### src/rtl/fifo_ring.sv
// fifo_ring: single-clock circular-buffer FIFO with occupancy count,
// threshold flags, sticky error flags and a selectable read mode.
//
// Ports
//   clock         rising-edge clock
//   resetn        synchronous active-low reset
//   flush         synchronous clear of contents (error flags untouched)
//   write_enable  push request, data_in = push data
//   read_enable   pop request
//   data_out      popped word (FWFT=0) or head word (FWFT=1)
//   data_valid    data_out holds a valid word
//   full, empty, almost_full, almost_empty   decodes of count
//   count         current occupancy, 0..DEPTH
//   overflow      sticky: push requested but rejected
//   underflow     sticky: pop requested but rejected
//   clear_errors  clears overflow/underflow (a same-cycle new error wins)
module fifo_ring #(
  parameter int WIDTH        = 8,
  parameter int DEPTH        = 16,
  parameter int AFULL_LEVEL  = DEPTH - 2,
  parameter int AEMPTY_LEVEL = 2,
  parameter int FWFT         = 0
) (
  input  logic                       clock,
  input  logic                       resetn,
  input  logic                       flush,
  input  logic                       write_enable,
  input  logic [WIDTH-1:0]           data_in,
  input  logic                       read_enable,
  output logic [WIDTH-1:0]           data_out,
  output logic                       data_valid,
  output logic                       full,
  output logic                       empty,
  output logic                       almost_full,
  output logic                       almost_empty,
  output logic [$clog2(DEPTH+1)-1:0] count,
  output logic                       overflow,
  output logic                       underflow,
  input  logic                       clear_errors
);

  localparam int CW = $clog2(DEPTH + 1);
  localparam int PW = $clog2(DEPTH);

  localparam logic [CW-1:0] DEPTH_C  = CW'(DEPTH);
  localparam logic [CW-1:0] AFULL_C  = CW'(AFULL_LEVEL);
  localparam logic [CW-1:0] AEMPTY_C = CW'(AEMPTY_LEVEL);
  localparam logic [PW-1:0] LAST_PTR = PW'(DEPTH - 1);

  logic [WIDTH-1:0] mem_q [DEPTH];

  logic [PW-1:0]    wr_ptr_q, wr_ptr_d;
  logic [PW-1:0]    rd_ptr_q, rd_ptr_d;
  logic [CW-1:0]    count_q, count_d;
  logic             overflow_q, overflow_d;
  logic             underflow_q, underflow_d;
  logic [WIDTH-1:0] dout_q, dout_d;
  logic             dvalid_q, dvalid_d;

  logic pop_ok, push_ok, push_acc, pop_acc;

  always_comb begin
    full         = (count_q == DEPTH_C);
    empty        = (count_q == '0);
    almost_full  = (count_q >= AFULL_C);
    almost_empty = (count_q <= AEMPTY_C);
  end

  always_comb begin
    pop_ok   = read_enable && !empty;
    // A full FIFO still takes a push when a pop frees a slot in the same cycle.
    push_ok  = write_enable && (!full || pop_ok);
    push_acc = push_ok && !flush && resetn;
    pop_acc  = pop_ok && !flush;

    wr_ptr_d = wr_ptr_q;
    rd_ptr_d = rd_ptr_q;
    count_d  = count_q;
    dout_d   = dout_q;
    dvalid_d = 1'b0;

    if (flush) begin
      wr_ptr_d = '0;
      rd_ptr_d = '0;
      count_d  = '0;
    end else begin
      if (push_ok) wr_ptr_d = (wr_ptr_q == LAST_PTR) ? '0 : wr_ptr_q + PW'(1);
      if (pop_ok)  rd_ptr_d = (rd_ptr_q == LAST_PTR) ? '0 : rd_ptr_q + PW'(1);
      case ({push_ok, pop_ok})
        2'b10:   count_d = count_q + CW'(1);
        2'b01:   count_d = count_q - CW'(1);
        default: count_d = count_q;
      endcase
      if (pop_ok) begin
        dout_d   = mem_q[rd_ptr_q];
        dvalid_d = 1'b1;
      end
    end

    // Flush suppresses new error events; set has priority over clear.
    overflow_d  = (!flush && write_enable && !push_ok) || (overflow_q && !clear_errors);
    underflow_d = (!flush && read_enable && !pop_ok)   || (underflow_q && !clear_errors);
  end

  // Storage is deliberately left out of reset.
  always_ff @(posedge clock) begin
    if (push_acc) mem_q[wr_ptr_q] <= data_in;
  end

  always_ff @(posedge clock) begin
    if (!resetn) begin
      wr_ptr_q    <= '0;
      rd_ptr_q    <= '0;
      count_q     <= '0;
      overflow_q  <= 1'b0;
      underflow_q <= 1'b0;
      dout_q      <= '0;
      dvalid_q    <= 1'b0;
    end else begin
      wr_ptr_q    <= wr_ptr_d;
      rd_ptr_q    <= rd_ptr_d;
      count_q     <= count_d;
      overflow_q  <= overflow_d;
      underflow_q <= underflow_d;
      dout_q      <= dout_d;
      dvalid_q    <= dvalid_d;
    end
  end

  // In FWFT mode the head slot is shown directly; it reads as zero when empty
  // so the output is defined after reset without touching storage.
  always_comb begin
    if (FWFT != 0) begin
      data_out   = empty ? '0 : mem_q[rd_ptr_q];
      data_valid = !empty;
    end else begin
      data_out   = dout_q;
      data_valid = dvalid_q;
    end
    count     = count_q;
    overflow  = overflow_q;
    underflow = underflow_q;
  end

  logic unused_acc;
  assign unused_acc = pop_acc;

endmodule

### config.mk
export PLATFORM = sky130hd
export DESIGN_NAME = fifo_ring
export DESIGN_NICKNAME = d
export VERILOG_FILES = /design/src/rtl/fifo_ring.sv
export SDC_FILE = /design/constraint.sdc
export NUM_CORES = 1
export LEC_CHECK = 0
export ABC_AREA = 0
export CORE_MARGIN = 1.5
export CORE_UTILIZATION = 46
export CTS_CLUSTER_SIZE = 16
export DETAILED_ROUTE_END_ITERATION = 6
export GPL_TIMING_DRIVEN = 1
export PLACE_DENSITY_LB_ADDON = 0.3
export SLEW_MARGIN = 10
export SYNTH_ARGS = -nofsm -noshare
export SYNTH_HDL_FRONTEND = slang
export SYNTH_SLANG_ARGS = --single-unit
### constraint.sdc
create_clock -name clock -period 6.93 [get_ports clock]
set_input_delay 1.386 -clock clock [delete_from_list [all_inputs] [get_ports clock]]
set_output_delay 1.386 -clock clock [all_outputs]
set_load 0.03 [all_outputs]
Word-level counts from Yosys, hierarchy flattened --
Memories as Yosys holds them, arrays and structs flattened. A register that Yosys moved wholly into a read port is not among the register bits. Index checks and enable logic that the tools add are counted. W data, S select, Z words.
Word-level totals: register bits 16, bits in writable memories 128, input bits 14, output and inout bits 20, word-level logic and storage cells 50, memories 1
Memory list:
- mem_q | depth 16, width 8, read ports 1, clocked after Yosys merged registers in 1, wr ports 1, line 50 | logic [WIDTH-1:0] mem_q [DEPTH];
Operators by class: add/sub/neg operators 4, magnitude comparators 2, equality and inequality tests 5, multiplexer cells 6, bitwise logic cells 2, reduce and logical (&&, ||, !) cells 24
Operators with widths (number):
- $logic_and A1 B1 Y1 | 10
- $pmux W5 S2 | 1
- $add A4 B1 Y4 const B | 2
- $eq A4 B4 Y1 const B | 2
- $mux W4 | 2
- $logic_not A1 Y1 | 7
- $add A5 B1 Y5 const B | 1
- $eq A5 B5 Y1 const B | 1
- $ge A5 B4 Y1 const B | 1
- $le A5 B2 Y1 const B | 1
- $logic_not A5 Y1 | 1
- $sub A5 B1 Y5 const B | 1
- $logic_or A1 B1 Y1 | 3
- $mux W1 | 3
- $eq A2 B1 Y1 const B | 1
- $eq A2 B2 Y1 const B | 1
- $not A1 Y1 | 2
- $reduce_and A2 Y1 | 1
- $reduce_bool A2 Y1 | 1
- $reduce_or A2 Y1 | 1

Logic depth before layout (Yosys ltp) --
depth after elaboration 9, gate-level depth with buffers 9, mapped depth without buffers 8

Least setup slack after synthesis --
OpenSTA, ideal clock, no wires.
kind register to output, start register count_q[4] (netlist: count[4]), end output almost_empty, arrival 2.178 ns, data required time 5.544 ns, slack 3.366 ns, stages on the path, launching flop included 3, path buffers 1, path through dfxtp_1 > clkbuf_1 > a2111oi_0
Between the ends: cells in the longest elaborated chain, start to end 1
Ends and longest elaborated chain:
- start: declaration | line 54 | logic [CW-1:0] count_q, count_d;
- start signal: assignment | line 122 | count_q <= count_d;
- $le A5 B2 Y1 | line 66 | almost_empty = (count_q <= AEMPTY_C);
- end: declaration | line 35 | output logic almost_empty,
Every way passes these cells.

Worst setup path in the final report --
start input resetn, end memory mem_q[3][4], enable pin
Between the ends: cells in the longest elaborated chain, start to end 3
Ends and longest elaborated chain:
- start: declaration | line 25 | input logic resetn,
- $logic_and A1 B1 Y1 | line 73 | push_acc = push_ok && !flush && resetn;
- $mux W1 | line 107 | if (push_acc) mem_q[wr_ptr_q] <= data_in;
- $mux W1 (not written as such) | line 107
- end: declaration | line 50
Every way passes these cells.

==> flow_results.org <==
** Run status
- The run finished with clean final reports.

** Floorplanning
- Core ar. :: 0.01319 mm²
- # IOs :: 34
- Effective utilization at floorplan :: 47.12%
- The floorplan step set the die height to between 100 and 150 µm.
- Die width :: 119.2 µm
- The floorplan has 42 rows.
- The die covers between 0.01 and 0.015 mm².

** Global route
- Total global routing track utilization :: a little under a fifth
- Entering global routing, the biggest net connects 37 pins.
- The first global-routing pass estimated about 19 mm of wire.
- Number of global-route vias before repair :: approximately 3400
- Met2 global-route usage :: between 20 and 30%
- Met1 routing resource usage after global routing :: around a quarter
- Most utilized layer in the global route result :: met2
- Antenna violations before repair :: 0
- The total overflow left after global routing is 0.
- GR Layer Usage met3 :: under 10%

** Synth
- Synthesized-area fraction occupied by ao, oa, aoi and oai cells :: 5.033%
- The synthesized netlist devotes about 5.4% of its cell area to simple gates.
- Number of enable-type register cells in the synthesized netlist :: between 100 and 150
- Yosys cell types :: 45
- After synthesis, the largest family of logic cells by area is multiplexers.
- The mapped netlist covers 0.006215 mm².
- Main flop type after synthesis :: edfxtp_1
- In the post-synthesis netlist, the biggest area contributors are edfxtp_1 62%, mux4_2 12%, dfxtp_1 7.7%, mux2i_1 2.6%, nor2_1 2.0%.
- Ys async rst share :: 0%
- Of the total synthesized cell area, the portion taken by full adders, half adders and majority gates is under 10%.
- The portion of synthesized area spent on multiplexers is around 16%.
- Sequential cells were found to cover 69.58% of the synthesized design area.
- Number of synthesized register bits :: approximately 150
- Most area-hungry cell type in the Yosys netlist :: edfxtp_1
- A synthesized cell averages about 17 µm².
- The synthesized netlist devotes less than 1% of its cell area to XOR and XNOR gates.
- The cell count after synthesis came out at 358.
- Of the post-synthesis cell area, the dominant cell type holds between 60% and 70%.
- The number of nets in the synthesized netlist is 381.
- Total number of yosys warnings :: 0

** Critical path
- Among all stages on the critical path, the largest delay is contributed by nor3_1.
- Sum of buffers and inverters on the critical path :: 1
- In this design, the stage delay of the slowest critical-path cell is slightly above 0.9 ns.
- Along the worst path, the maximum fanout reaches 9.
- Setup Crit Path Kind :: in2reg
- STA classifies the critical path endpoint as a flop.
- Critical path arrival :: approximately 4 ns
- The signal on the critical path passes through clkdlybuf4s50_1, nor2b_1, o211a_1, nand2_1, nor3_1.
- Crit path required time :: approximately 7 ns
- Worst r2r path cells :: 8
- Critical Path Start Type :: input pin
- In this run the number of cells on the critical path is 5.
- Family of cells with the greatest summed delay on the critical path :: simple AND/OR/NAND/NOR gates

** Route
- Number of iterations in the first detailed-routing pass :: 4
- Total Routed Length :: around 12 mm
- For this block, the via count after detailed routing is between 3000 and 4000.
- After detailed routing, the number of remaining DRC violations is 0.
- Via density per instance :: 5.579
- Dividing the detail-routed wire length by the instance count gives roughly 20 µm.
- Residual antenna-violating net count after detailed routing :: 0
- In this run, the number of DRC markers left after iteration 0 of detailed routing was about 260.

** STA
- Transition time at the pin with the least slew margin :: around 1.2 ns
- Static timing analysis puts the maximum clock frequency at ~0.26 GHz.
- Measured against its own limit, the worst slew margin works out to 21.37%.
- The final count of pins violating max slew was 0.
- Worst clock skew :: 0.007812 ns
- Number of hold violations in the final report :: 0
- Summed over all failing endpoints, the final setup total negative slack is 0 ns.
- Worst hold margin :: 0.4793 ns
- Worst setup slack after layout :: 3.055 ns
- The smallest clock period supported by the final layout is computed as slightly below 4 ns.
- Setup violations remaining at the end of the flow were counted as 0.
- Final period util :: a little under three fifths
- Setup repair after global routing left no endpoint under its margin.

** Placed design
- RePlAce Congestion :: between 0.8 and 0.9
- Number of port buffers :: 33
- Placed cell area :: 0.006709 mm²
- Detailed placement ended at an HPWL of roughly 7.4 mm.
- Before CTS, the worst setup slack after placement is 2.591 ns.
- After detailed placement, the design holds a cell count of 553.

** Power
- Power per cell area :: between 200 and 300 mW/mm²
- The analysis attributes to cell leakage a power of ~2.3 nW.
- Tot Pwr :: a little over 2 mW
- IR Drop Worst-Case VDD :: roughly 0.16 mV

** Clock tree
- The number of clock buffers added by TritonCTS is 17.
- Buffer count from post-CTS setup fixing :: 0
- The later pin in the worst-skew pair is clocked with a latency of 0.42 ns.
- After clock tree synthesis, the flow added hold-fix buffers numbering 0.
- CTS built an H-tree with a depth of 4.
- Once the clock tree was built, the resizer swapped 0 gates to a different size.
- No sink is reached through more buffers than the 2 on the longest clock path.
- CTS tree :: built
- Clock tree synthesis selected as its root buffer the cell clkbuf_16.
- After clock tree synthesis, the clock-pin slew on the worst setup and hold paths is 0.06 ns.
- CTS saw 152 sinks.

** Layout
- The area growth from synthesis to layout is 18.08%.
- The post-route netlist has about a fifth of its cells at a drive strength greater than 1.
- For this run, the number of standard cells in the final layout without fillers is just under 600.
- Area taken by multi-input logic gates :: between 0.0015 and 0.002 mm²
- Sequential cell area in the final layout :: around 0.0043 mm²
- Cells fill 55.63% of the core in the end.
- For this run, the post-layout net count is about 420.
- # fillers :: 1020
- 0 antenna diodes ended up in the layout.
- In the layout the commonest cells are 128 x edfxtp_1, 33 x nor2_1, 33 x clkdlybuf4s50_1.
- Leaving out fill and tap cells, the most frequent cell in the layout is edfxtp_1.
- Post-layout instance area :: approximately 0.0073 mm²

** Min path
- The worst hold path passes through 2 cells.
- The path class of the tightest hold or removal check is reg2reg.

** Flow run
- Max-cap violations in this run came to 0.
-- flip-flops by register name, indices dropped and copies added (netlist names) --
register and flops:
mem_q 128, underflow 1, count 5, overflow 1
rd_ptr_q 4, wr_ptr_q 4, data_valid 1, data_out 8
-- path summary, 6_finish.rpt --
| check | startpoint | end | slack, ns |
|---|---|---|---|
| max | resetn | mem_q[3][4] | 3.05 |
| max reg2reg | count[4] | count[4] | 4.25 |
| min | overflow | overflow | 0.48 |
| min reg2reg | overflow | overflow | 0.48 |
-- report_power, final --
part / total (mW) / switching [mW] / internal, mW
registers: 0.999 / 0.00407 / 0.995
clock network: 0.967 / 0.362 / 0.605
logic: 0.0743 / 0.0451 / 0.0292
-- layout make-up --
type,count,share of cell area (%)
flip-flops and latches,152,58.94
well taps,176,3.001
clock buffers,18,5.848
clock inverters,14,2.660
multi-input cells,178,24.13
repair buffers,37,4.910
inverters,10,0.5115
-- synthesized netlist by cell type, drive strengths merged (2+ instances only) --
cell type and count:
a221o 8, mux2 9, o211ai 4, nand2b 9, nand2 15, nor2 33, mux4 32, xor2 2
clkbuf 7, nor3 5, mux2i 16, inv 10, edfxtp 128, ha 8, o21ai 3, a31oi 2
a21oi 8, buf 11, nand3 3, dfxtp 24, a311o 2, or4 2
-- worst register-to-register path, stage by stage (launching register included) --
cell      delay [ns]
dfxtp_1         0.62
inv_1           0.17
a21oi_1         0.35
inv_1           0.10
fa_1            0.38
nand2b_1        0.17
a21oi_1         0.36
a31oi_1         0.15
a221oi_1        0.28
-- layer usage --
metal	share of wire (%)	up-vias
met2	50	74
met1	44	1671
met3	3.6	17
met4	1.9	0
met5	0	-
li1	-	1502
-- kinds of logic after synthesis --
| kind of cell | after synthesis |
|---|---|
| AND/OR/NAND/NOR | 72 |
| multiplexers | 57 |
| buffers and inverters | 28 |
| AO/OA/AOI/OAI | 38 |
| adder cells (fa/ha/maj) | 9 |
| flip-flops | 152 |
| XOR/XNOR | 2 |
Power figures use the tool's default switching activity.
